### config.mk
export PLATFORM = sky130hd
export DESIGN_NAME = uart_rx
export DESIGN_NICKNAME = d
export VERILOG_FILES = /design/src/rtl/uart_rx.sv
export SDC_FILE = /design/constraint.sdc
export NUM_CORES = 1
export LEC_CHECK = 0
export CORE_MARGIN = 8
export CORE_UTILIZATION = 40
export CTS_CLUSTER_SIZE = 20
export DETAILED_ROUTE_END_ITERATION = 8
export GPL_TIMING_DRIVEN = 0
export PLACE_DENSITY_LB_ADDON = 0.05
export SYNTH_ARGS = -nofsm -noshare
export SYNTH_HDL_FRONTEND = slang
export SYNTH_SLANG_ARGS = --single-unit
### constraint.sdc
create_clock -name clk -period 3.7 [get_ports clk]
set_clock_uncertainty 0.2 [all_clocks]
set_input_delay 0.925 -clock clk [delete_from_list [all_inputs] [get_ports clk]]
set_output_delay 0.925 -clock clk [all_outputs]
set_load 0.02 [all_outputs]
### src/rtl/uart_rx.sv
// UART receiver: 2-flop synchronised line, mid-bit sampling on a clock divider,
// one-entry valid/ready holding register with parity, framing and overrun status.
module uart_rx #(
  parameter int ClockDivider = 8,
  parameter int DataBits     = 8,
  parameter int StopBits     = 1,
  parameter int ParityBits   = 0
) (
  input  logic                clk,
  input  logic                rst,
  input  logic                rx_in,
  output logic [DataBits-1:0] data_out,
  output logic                data_out_valid,
  input  logic                data_out_ready,
  output logic                parity_err,
  output logic                frame_err,
  output logic                overrun,
  output logic                busy,
  output logic [2:0]          state_dbg
);

  if (ClockDivider < 4) begin : g_bad_divider
    $error("uart_rx: ClockDivider must be >= 4");
  end
  if (DataBits < 5 || DataBits > 9) begin : g_bad_data_bits
    $error("uart_rx: DataBits must be in [5,9]");
  end
  if (StopBits != 1 && StopBits != 2) begin : g_bad_stop_bits
    $error("uart_rx: StopBits must be 1 or 2");
  end
  if (ParityBits != 0 && ParityBits != 1) begin : g_bad_parity_bits
    $error("uart_rx: ParityBits must be 0 or 1");
  end

  localparam int CntW = $clog2(ClockDivider);
  localparam logic [CntW-1:0] CntLast  = CntW'(ClockDivider - 1);
  localparam logic [CntW-1:0] CntMid   = CntW'(ClockDivider / 2 - 1);
  localparam logic [3:0]      DataLast = 4'(DataBits - 1);
  localparam logic [3:0]      StopLast = 4'(StopBits - 1);

  typedef enum logic [2:0] {
    IDLE    = 3'd0,
    START   = 3'd1,
    DATA    = 3'd2,
    PARITY  = 3'd3,
    STOP    = 3'd4,
    DELIVER = 3'd5
  } state_t;

  state_t              state;
  logic                sync1;
  logic                rx_s;
  logic                rx_prev;
  logic [1:0]          settle;
  logic [CntW-1:0]     cnt;
  logic [3:0]          idx;
  logic [DataBits-1:0] shift;
  logic                par_bad;
  logic                stop_bad;
  logic                start_edge;
  logic                sample_tick;

  assign state_dbg   = state;
  assign start_edge  = rx_prev & ~rx_s;
  assign sample_tick = (cnt == CntLast);

  // rx_prev is held low until the synchroniser has flushed its reset ones, so a
  // line that is already low when reset releases never looks like a start edge.
  always_ff @(posedge clk or posedge rst) begin
    if (rst) begin
      sync1   <= 1'b1;
      rx_s    <= 1'b1;
      rx_prev <= 1'b0;
      settle  <= 2'd0;
    end else begin
      sync1   <= rx_in;
      rx_s    <= sync1;
      rx_prev <= (settle == 2'd2) ? rx_s : 1'b0;
      if (settle != 2'd2) settle <= settle + 2'd1;
    end
  end

  always_ff @(posedge clk or posedge rst) begin
    if (rst) begin
      state          <= IDLE;
      cnt            <= '0;
      idx            <= '0;
      shift          <= '0;
      par_bad        <= 1'b0;
      stop_bad       <= 1'b0;
      data_out       <= '0;
      data_out_valid <= 1'b0;
      parity_err     <= 1'b0;
      frame_err      <= 1'b0;
      overrun        <= 1'b0;
      busy           <= 1'b0;
    end else begin
      overrun <= 1'b0;
      if (data_out_valid && data_out_ready) data_out_valid <= 1'b0;

      if (state != IDLE) cnt <= sample_tick ? '0 : cnt + 1'b1;

      case (state)
        IDLE: begin
          cnt <= '0;
          idx <= '0;
          if (start_edge) begin
            state    <= START;
            busy     <= 1'b1;
            par_bad  <= 1'b0;
            stop_bad <= 1'b0;
          end
        end
        START: begin
          if (cnt == CntMid) begin
            cnt <= '0;
            if (rx_s) begin
              state <= IDLE;
              busy  <= 1'b0;
            end else begin
              state <= DATA;
            end
          end
        end
        DATA: begin
          if (sample_tick) begin
            shift <= {rx_s, shift[DataBits-1:1]};
            if (idx == DataLast) begin
              idx   <= '0;
              state <= (ParityBits != 0) ? PARITY : STOP;
            end else begin
              idx <= idx + 4'd1;
            end
          end
        end
        PARITY: begin
          if (sample_tick) begin
            par_bad <= (rx_s != ^shift);
            state   <= STOP;
          end
        end
        STOP: begin
          if (sample_tick) begin
            if (!rx_s) stop_bad <= 1'b1;
            if (idx == StopLast) begin
              idx   <= '0;
              state <= DELIVER;
            end else begin
              idx <= idx + 4'd1;
            end
          end
        end
        DELIVER: begin
          // A consumer taking the held word this same cycle frees the slot.
          if (!data_out_valid || data_out_ready) begin
            data_out       <= shift;
            parity_err     <= par_bad;
            frame_err      <= stop_bad;
            data_out_valid <= 1'b1;
          end else begin
            overrun <= 1'b1;
          end
          state <= IDLE;
          busy  <= 1'b0;
          cnt   <= '0;
        end
        default: begin
          state <= IDLE;
          busy  <= 1'b0;
        end
      endcase
    end
  end

endmodule

Yosys cells after proc, flatten, opt, wreduce, memory -nomap -nowiden
Cells that the tools add are included.

cells by class
  reduce and logical (&&, ||, !) cells = 19
  mux-type cells = 34
  eq/ne operators = 20
  bitwise operators = 3
  add/subtract/negate cells = 3

operators with widths
  cell                 number
  $mux 3               10
  $ne 2x2->1 const B   10
  $mux 4               4
  $pmux 3 s5           1
  $mux 1               13
  $pmux 4 s3           1
  $eq 3x2->1 const B   3
  $eq 3x3->1 const B   3
  $reduce_and 4->1     2
  $reduce_xor 8->1     1
  $reduce_and 7->1     1
  $pmux 3 s2           1
  $reduce_and 3->1     2
  $reduce_bool 3->1    2
  $add 4x1->4 const B  1
  $eq 4x3->1 const B   1
  $logic_not 4->1      1
  $pmux 1 s2           2
  $reduce_and 2->1     2
  $reduce_bool 2->1    2
  $add 3x1->3 const B  1
  $eq 3x1->1 const B   1
  $logic_not 3->1      1
  $pmux 1 s3           1
  11 further kinds     12

word-level totals
  register bits = 38
  input port bits = 4

Longest topological paths before layout
Gate-level depths: netlist of run 1.

  depth in word-level cells = 5
  gate-level depth with buffers = 6
  mapped depth without buffers = 6

Worst setup path before layout of run 1
No wires, ideal clock.

  kind = register to register
  from = register idx[0]
  to = register state[0], in the netlist state_dbg[0]
  arrival = 1.787 ns
  setup time = 0.125 ns
  cell stages (with the launch flop) = 7
  setup slack = 1.588 ns
  cell sequence = dfrtp_1 > inv_1 > ha_1 > or3b_1 > a32o_2 > nor3b_4 > mux2_4

on the way
  cells in the longest elaborated chain, start to end = 3
  elaborated cells on any way between the ends = 5

RTL lines
  item                                                  RTL line  source
  start, declared                                       56        logic [3:0] idx;
  start signal, assigned                                132       idx <= idx + 4'd1;
  start signal, assigned                                149       idx <= idx + 4'd1;
  $eq 4x3->1 / $logic_not 4->1 (equally long branches)  128, 145
  $ne 2x2->1 (no line)                                  -
  $reduce_and 7->1 (no line) (*)                        -
  end signal, assigned                                  130       state <= (ParityBits != 0) ? PARITY : STOP;
  end, declared                                         50        state_t state;

Every way passes the cells marked *; elsewhere a longest branch is shown, timed or not.
A chain may end at the register's enable or synchronous reset.

Worst setup path after layout of run 1
  from = register state[1], in the netlist state_dbg[1]
  to = output state_dbg[1]

RTL lines
  item           RTL line  source
  end, declared  19        output logic [2:0] state_dbg

No word-level cell between the ends.

==> results of run 1 <==
synth_stat cells, drive strengths merged (2+ instances only):
cell type | count | area [sq um]
mux2i | 2 | 20.02
mux2 | 20 | 232.7
nor3 | 2 | 10.01
nand2b | 2 | 12.51
nand4 | 3 | 18.77
dfstp | 2 | 52.55
buf | 5 | 30.02
a21oi | 4 | 20.02
and2 | 2 | 12.51
nand2 | 6 | 22.52
inv | 13 | 48.80
xnor2 | 7 | 61.31
nand3 | 5 | 25.02
nor3b | 4 | 41.29
o21ai | 4 | 20.02
dfrtp | 36 | 900.9
a31oi | 2 | 12.51
nor2 | 7 | 26.28
ha | 7 | 87.58
nor2b | 3 | 18.77
routing by layer:
layer	up-vias	track usage [%]
met3	6	4.199
met2	28	14.50
met1	587	12.72
li1	573	-
met5	-	0
met4	0	3.834
stage by stage:
stage               hold WS [ps]  power (mW)
finish                     161.5       1.221
global route               166.6       1.311
CTS                        159.6       1.236
detailed placement         154.5      0.9606
global placement           146.1      0.9547
floorplan                  145.2      0.8391
kinds of logic (layout without fill, tap and decap cells):
family / after synthesis / after routing / synth area share, %
AND/OR/NAND/NOR: 38 / 38 / 12.16
buffers and inverters: 18 / 45 / 4.351
flip-flops: 38 / 38 / 52.62
multiplexers: 22 / 22 / 13.95
adder cells (fa/ha/maj): 7 / 7 / 4.834
AO/OA/AOI/OAI: 18 / 18 / 6.976
XOR/XNOR: 9 / 9 / 5.111
path summary, 6_finish.rpt:
| check | to | cells past startpoint | slack, ps | start |
|---|---|---|---|---|
| setup / recovery | state_dbg[1] | 1 | 1140 | state_dbg[1]$_DFFE_PP0P_ |
| min in group asynchronous | data_out[6]$_DFFE_PP0P_ | 2 | 900 | rst |
| max in group asynchronous | shift[6]$_DFFE_PP0P_ | 2 | 1920 | rst |
| hold reg to reg | rx_s$_DFF_PP1_ | 0 | 160 | sync1$_DFF_PP1_ |
| setup reg to reg | state_dbg[1]$_DFFE_PP0P_ | 6 | 1450 | idx[0]$_DFFE_PP0P_ |
| hold / removal | rx_s$_DFF_PP1_ | 0 | 160 | sync1$_DFF_PP1_ |
power breakdown:
| part | leakage, nW | internal [mW] | switching, mW |
|---|---|---|---|
| combinational | 0.460 | 0.200 | 0.239 |
| clock | 0.0450 | 0.130 | 0.140 |
| sequential | 0.505 | 0.467 | 0.0446 |
| total | 1.01 | 0.798 | 0.423 |
registers in the layout, indices dropped and copies added (netlist names):
name and count:
rx_prev 1, parity_err 1, overrun 1, idx 4, data_out_valid 1, sync1 1, stop_bad 1, state_dbg 3
settle 2, frame_err 1, data_out 8, cnt 3, busy 1, par_bad 1, shift 8, rx_s 1
area by class of cell:
cell class              instances  area (sq um)  share of cell area, %
clock inverters                 2         10.01                 0.4657
flip-flops and latches         38         953.4                  44.35
well taps                      52         65.06                  3.027
repair buffers                 19         190.2                  8.847
multi-input cells              94         779.5                  36.26
clock buffers                   6         72.57                  3.376
inverters                      13         48.80                  2.270
plain buffers                   5         30.03                  1.397
==> results.json, run 1 <==
{
  "drc_errors": 0,
  "start_kind": "flip-flop",
  "synthesis.nets": 161,
  "diodes": 0,
  "clkSinkCount": 38,
  "ctsResizeCount": 0,
  "gp_congestion": 0.8249,
  "layout_common_cells": "36 x dfrtp_1, 19 x clkdlybuf4s50_1, 17 x mux2_2",
  "drt_wl_total_mm": 3.212,
  "synth_flop_cell": "dfrtp_1",
  "postCtsHoldBufs": 0,
  "core_area_sq_mm": 0.004354,
  "dp.cells": 221,
  "crit_fanout": 8,
  "crit_path_end_kind": "primary output",
  "drv_cap": 0,
  "die_w_microns": 83.30,
  "top_layer": "met4",
  "clkLatencyLatePin_ps": 290,
  "syn_area_sq_mm": 0.001812,
  "ys_seq_area_share_pct": 52.62,
  "drive_gt1_share_pct": 20.90,
  "crit_type": "reg -> out",
  "cts_setup_buffers": 0,
  "ant_nets": 0,
  "rows": 24,
  "slew_violations": 0,
  "wl_met3_microns": 170,
  "first_pass_iters": 4,
  "hold_viol": 0,
  "finish.utilization_pct": 49.37,
  "grt_max_degree": 39,
  "synthArstFlopShare_pct": 100.0,
  "numCtsBuffers": 5,
  "fin_crit_ps": 2559,
  "final_common_cell": "dfrtp_1",
  "grt_usage_pct": 9.976,
  "vias": 1194,
  "worst_hold_path_type": "reg -> reg",
  "die_h_microns": 83.30,
  "synthCells": 150,
  "fill_cells": 394,
  "portBuffers": 19,
  "setup_viol_count_final": 0,
  "initial_utilization_pct": 41.61,
  "cp_cell_sequence": "clkdlybuf4s50_1",
  "cpPeakStageDelay_ps": 660,
  "power.leakage_nw": 1.010,
  "antenna_found_initial": 0,
  "critPathRequiredTime_ps": 2570,
  "ir_drop_uv": 302.7,
  "placed_cell_area_sq_mm": 0.002067,
  "wl_per_cell_microns": 14.03,
  "setup_tns_ps": 0,
  "cp.buffers_inverters": 1,
  "slowest_stage": "clkdlybuf4s50_1",
  "clk_pin_slew_worst_paths_ps": 70,
  "wl_met2_mm": 1.408,
  "viasPerCell": 5.214,
  "rsz0062_at_grt": "no",
  "final_area_sq_mm": 0.002150,
  "nNetsFinal": 187,
  "dieArea_sq_mm": 0.006939,
  "min_period_over_period_pct": 69.15,
  "ys_ff_latch": 38,
  "slew-limit-headroom_pct": 48.39,
  "synth.avg_cell_area_sq_um": 12.08,
  "synth_warnings": 0,
  "first_global_vias": 1210,
  "grt_first_pass_wirelength_mm": 5.720,
  "critPathTopFamily": "buffers and inverters",
  "area_delta_synth_final_pct": 18.65,
  "first_iter_violations": 24,
  "fin_cells": 229,
  "wl_met1_mm": 1.579,
  "powerDensity_mw_per_mm2": 567.9,
  "pre_cts_slack_ps": 1113,
  "cts_tree": "yes",
  "grt_overflow_total": 0,
  "status": "finished clean",
  "max_slew.worst_pin.slew_ps": 773.1,
  "dp_hpwl_mm": 2.320,
  "ctsRootBufferMaster": "clkbuf_8",
  "synth_edf_count": 0,
  "critPathArrivalTime_ps": 1430,
  "synth.distinct_cells": 39,
  "io-pin-count": 20,
  "fmax_mhz": 390.8,
  "htree_levels": 2,
  "fin_ws_ps": 1141,
  "cts_buffer_depth": 2
}
Note: power is estimated with default switching activity, not from simulation.
==> run 2, diff against run 1 <==
==> constraint.sdc (replaced) <==
create_clock -name clk -period 2.2 [get_ports clk]
set_clock_uncertainty 0.2 [all_clocks]
set_input_delay 0.55 -clock clk [delete_from_list [all_inputs] [get_ports clk]]
set_output_delay 0.55 -clock clk [all_outputs]
set_load 0.02 [all_outputs]
==> run 2 against run 1 <==
Sequential cell count is the same. Non-clock buffer count increased by 3. Register-to-register slack lost 1400 ps. Sequential power rose by 68%. Count of clock-buffer cells in the layout stayed put. Final cell count up 1.3%. Routed wire length is 1.2% higher. Global-route usage unchanged. Via count increased by 0.84%. Clock power up 69%.
==> results.json, run 2 (synthesized netlist as in run 1, its figures left out) <==
{
  "status": "finished clean",
  "critPathArrivalTime_ps": 2130,
  "clkSinkCount": 38,
  "slew_violations": 0,
  "area_delta_synth_final_pct": 20.30,
  "dp_hpwl_mm": 2.320,
  "nNetsFinal": 190,
  "viasPerCell": 5.190,
  "powerDensity_mw_per_mm2": 969.6,
  "die_w_microns": 83.30,
  "grt_first_pass_wirelength_mm": 5.720,
  "r2r_cells": 6,
  "fmax_mhz": 465.2,
  "rows": 24,
  "clkLatencyLatePin_ps": 290,
  "fin_crit_ps": 2150,
  "grt_max_degree": 39,
  "crit_fanout": 3,
  "first_iter_violations": 30,
  "crit_path_end_kind": "flip-flop",
  "first_pass_iters": 4,
  "portBuffers": 19,
  "cts_tree": "yes",
  "cp-startpoint": "idx[0]$_DFFE_PP0P_",
  "dp.cells": 221,
  "power_mw": 2.113,
  "wl_per_cell_microns": 14.02,
  "initial_utilization_pct": 41.61,
  "reg2reg_to": "state_dbg[1]$_DFFE_PP0P_",
  "slew-limit-headroom_pct": 47.90,
  "hold_viol": 0,
  "worst_hold_path_type": "reg -> reg",
  "clk_pin_slew_worst_paths_ps": 70,
  "reg_top3": "data_out x8, shift x8, idx x4",
  "layout_common_cells": "36 x dfrtp_1, 18 x clkdlybuf4s50_1, 17 x mux2_2",
  "max_slew.worst_pin.slew_ps": 780.4,
  "first_global_vias": 1212,
  "drt_wl_total_mm": 3.252,
  "setup_viol_count_final": 0,
  "antenna_found_initial": 0,
  "drv_cap": 0,
  "numCtsBuffers": 5,
  "grt_usage_pct": 9.976,
  "critPathCapture": "state_dbg[1]$_DFFE_PP0P_",
  "start_kind": "flip-flop",
  "ir_drop_uv": 523.9,
  "fin_cells": 232,
  "final_common_cell": "dfrtp_1",
  "ant_nets": 0,
  "ctsRootBufferMaster": "clkbuf_8",
  "htree_levels": 2,
  "vias": 1204,
  "cts_buffer_depth": 2,
  "core_area_sq_mm": 0.004354,
  "r2r_start": "idx[0]$_DFFE_PP0P_",
  "diodes": 0,
  "min_period_over_period_pct": 97.72,
  "r2r_slack_ps": 50,
  "io-pin-count": 20,
  "postCtsHoldBufs": 0,
  "grt_overflow_total": 0,
  "dieArea_sq_mm": 0.006939,
  "drc_errors": 0,
  "crit_type": "reg -> reg",
  "gp_congestion": 0.8249,
  "drive_gt1_share_pct": 23.89,
  "die_h_microns": 83.30,
  "critPathRequiredTime_ps": 2180,
  "power.leakage_nw": 1.028
}
-- run 2: changes by cell type in the layout (fill, tap and decap cells not counted), sizes merged --
| cell | delta |
|---|---|
| buf | +3 |
| dlygate4sd2 | +1 |
| clkdlybuf4s50 | -1 |
-- run 2: worst max-delay path, cell delays in order (launching register included) --
cell,delay (ps)
dfrtp_1,410
inv_2,70
ha_1,130
or3b_4,370
a32o_2,260
nor3b_4,270
mux2_4,320
-- run 2: power by group --
group	total (mW)	leakage (nW)	switching, mW	internal (mW)
combinational	0.797	0.478	0.414	0.383
sequential	0.861	0.505	0.0756	0.785
clock	0.456	0.0450	0.236	0.219
total	2.11	1.03	0.726	1.39
-- run 2: cell type report --
| type | count | area [sq um] |
|---|---|---|
| timing repair buffer | 22 | 211.5 |
| clock buffer | 6 | 72.57 |
| fill | 394 | 2175 |
| buffer | 5 | 30.03 |
| clock inverter | 2 | 10.01 |
| tap | 52 | 65.06 |
| multi-input combinational | 94 | 788.3 |
| inverter | 13 | 48.80 |
| sequential | 38 | 953.4 |
-- run 2: timing repair --
item	4_1_cts	5_1_grt
gates resized for setup	1	3
endpoints found under the setup margin	3	4
pin swaps	1	2
setup buffers	1	2
-- run 2: per-layer routing --
metal  GRT usage (%)  wire length (microns)
met5               0                      0
met4           3.834                     54
met3           4.199                    158
met2           14.50                   1430
met1           12.72                   1609
-- run 2: how the worst min path moves through the flow --
stage	startpoint	to	slack, ps	cells past startpoint
floorplan	sync1$_DFF_PP1_	rx_s$_DFF_PP1_	150	0
global placement	sync1$_DFF_PP1_	rx_s$_DFF_PP1_	150	0
detailed placement	sync1$_DFF_PP1_	rx_s$_DFF_PP1_	150	0
CTS	sync1$_DFF_PP1_	rx_s$_DFF_PP1_	160	0
global route	sync1$_DFF_PP1_	rx_s$_DFF_PP1_	170	0
finish	sync1$_DFF_PP1_	rx_s$_DFF_PP1_	160	0
-- run 2: metrics by stage --
step	setup TNS, ps	hold slack [ps]	instance area (sq um)	utilization (%)	worst slack (ps)
final	0	161.5	2180	50.06	50.16
after global placement	-8627	146.1	2067	47.47	-239.1
after floorplan	0	145.2	1812	-	87.68
after CTS	0	159.6	2156	49.51	5.391
after detailed placement	-129.8	154.5	2067	47.47	-37.51
after global routing	-5.746	166.6	2180	50.06	-3.071
==> run 3, diff against run 2 <==
--- a/config.mk
+++ b/config.mk
@@ -5,7 +5,6 @@
 export SDC_FILE = /design/constraint.sdc
 export NUM_CORES = 1
 export LEC_CHECK = 0
-export CORE_MARGIN = 8
 export CORE_UTILIZATION = 40
 export CTS_CLUSTER_SIZE = 20
 export DETAILED_ROUTE_END_ITERATION = 8
==> run 3 against run 2 <==
Cell area grew 1.5%. Final cell count rose by 0.43%. Hold slack worse by 1.4 ps. Combinational power up 6.5%. Register-to-register slack barely moved. Routed wire length down 1.6%. Clock power about the same. Count of clock-buffer cells in the layout unchanged. Via count shrank 1.2%. First-iteration DRC count rose by 90%. Worst setup slack got worse by 0.95 ps. Die area decreased by 31%. Critical endpoint unchanged. Largest cell class unchanged.
==> results.json, run 3 (synthesized netlist as in run 1, its figures left out) <==
{
  "min_period_over_period_pct": 97.76,
  "cp.buffers_inverters": 1,
  "fin_crit_ps": 2151,
  "gp_congestion": 0.7963,
  "rows": 24,
  "power.leakage_nw": 1.036,
  "placed_cell_area_sq_mm": 0.002067,
  "wl_met2_mm": 1.493,
  "core_area_sq_mm": 0.004354,
  "postCtsHoldBufs": 0,
  "first_pass_iters": 4,
  "critPathArrivalTime_ps": 2120,
  "portBuffers": 19,
  "drc_errors": 0,
  "crit_fanout": 3,
  "cpPeakStageDelay_ps": 410,
  "critPathTopFamily": "simple AND/OR/NAND/NOR gates",
  "fin_cells": 233,
  "fill_cells": 394,
  "powerDensity_mw_per_mm2": 978.2,
  "drive_gt1_share_pct": 25.41,
  "clk_pin_slew_worst_paths_ps": 70,
  "status": "finished clean",
  "power_mw": 2.164,
  "clkLatencyLatePin_ps": 280,
  "cts_tree": "yes",
  "start_kind": "flip-flop",
  "die_h_microns": 69.30,
  "wl_met3_microns": 103,
  "antenna_found_initial": 0,
  "dp.cells": 221,
  "top_layer": "met4",
  "ctsRootBufferMaster": "clkbuf_8",
  "finish.utilization_pct": 50.80,
  "area_delta_synth_final_pct": 22.10,
  "layout_common_cells": "36 x dfrtp_1, 18 x clkdlybuf4s50_1, 17 x mux2_2",
  "fmax_mhz": 464.9,
  "reg_top3": "data_out x8, shift x8, idx x4",
  "slew-limit-headroom_pct": 48.17,
  "grt_overflow_total": 0,
  "wl_per_cell_microns": 13.73,
  "grt_usage_pct": 14.72,
  "final_area_sq_mm": 0.002212,
  "first_iter_violations": 57,
  "dieArea_sq_mm": 0.004802,
  "nNetsFinal": 191,
  "max_slew.worst_pin.slew_ps": 776.3,
  "worst_hold_path_type": "reg -> reg",
  "initial_utilization_pct": 41.61,
  "diodes": 0,
  "cts_buffer_depth": 2,
  "final_common_cell": "dfrtp_1",
  "setup_viol_count_final": 0,
  "ant_nets": 0,
  "multi_input_area_sq_um": 813.3,
  "grt_max_degree": 39,
  "grt_first_pass_wirelength_mm": 5.533,
  "critPathRequiredTime_ps": 2170,
  "slowest_stage": "dfrtp_1",
  "slew_violations": 0,
  "numCtsBuffers": 5,
  "io-pin-count": 20,
  "htree_levels": 2,
  "wl_met1_mm": 1.568,
  "hold_viol": 0,
  "crit_path_end_kind": "flip-flop",
  "crit_type": "reg -> reg",
  "ir_drop_uv": 362.2,
  "cp_cell_sequence": "inv_2, ha_4, or3b_4, a32o_2, nor3b_4, mux2_4",
  "drv_cap": 0,
  "die_w_microns": 69.30,
  "clkSinkCount": 38,
  "vias": 1190,
  "drt_wl_total_mm": 3.199,
  "dp_hpwl_mm": 2.199,
  "first_global_vias": 1182,
  "seqCellArea_sq_um": 953.4,
  "viasPerCell": 5.107
}
-- run 3: cell count changes in the layout (fill, tap and decap cells not counted), sizes merged --
cell | previous run | this run
buf | 8 | 9
-- run 3: metrics by stage --
step	worst slack [ps]	TNS [ps]	hold slack [ps]
final	49.21	0	160.0
after detailed placement	-36.25	-387.9	152.3
after global placement	-213.0	-7707	146.3
after CTS	11.21	0	163.3
after floorplan	87.68	0	145.2
after global routing	-6.296	-13.04	164.6
-- run 3: cell type report --
type | instances | area share (%)
Timing Repair Buffer | 23 | 9.898
Buffer | 5 | 1.357
Multi-Input combinational cell | 94 | 36.76
Tap cell | 52 | 2.941
Clock inverter | 2 | 0.4525
Clock buffer | 6 | 3.281
Inverter | 13 | 2.206
Sequential cell | 38 | 43.10
-- run 3: timing repair --
item	CTS	global route
pin swaps	1	3
resized for setup	1	7
buffers inserted	1	3
hold endpoints to repair	0	0
setup endpoints to repair	3	4
-- run 3: path summary, 6_finish.rpt --
check                           depth (start not counted)               start                  endpoint  slack, ps
max in group asynchronous                               2                 rst        idx[2]$_DFFE_PP0P_        780
worst min-delay path                                    0     sync1$_DFF_PP1_            rx_s$_DFF_PP1_        160
worst max-delay path                                    6  idx[0]$_DFFE_PP0P_  state_dbg[1]$_DFFE_PP0P_         50
worst min register to register                          0     sync1$_DFF_PP1_            rx_s$_DFF_PP1_        160
min in group asynchronous                               2                 rst   data_out[5]$_DFFE_PP0P_        520
worst max register to register                          6  idx[0]$_DFFE_PP0P_  state_dbg[1]$_DFFE_PP0P_         50
-- run 3: power breakdown --
group | total [mW] | switching (mW) | leakage, nW | internal (mW)
Combinational | 0.849 | 0.433 | 0.486 | 0.416
Clock | 0.455 | 0.235 | 0.0450 | 0.219
Sequential | 0.860 | 0.0749 | 0.505 | 0.785
-- run 3: routing by layer --
metal	track usage [%]	vias up
met3	4.942	5
met5	0	-
met2	21.57	19
li1	-	583
met4	4.762	0
met1	20.55	583
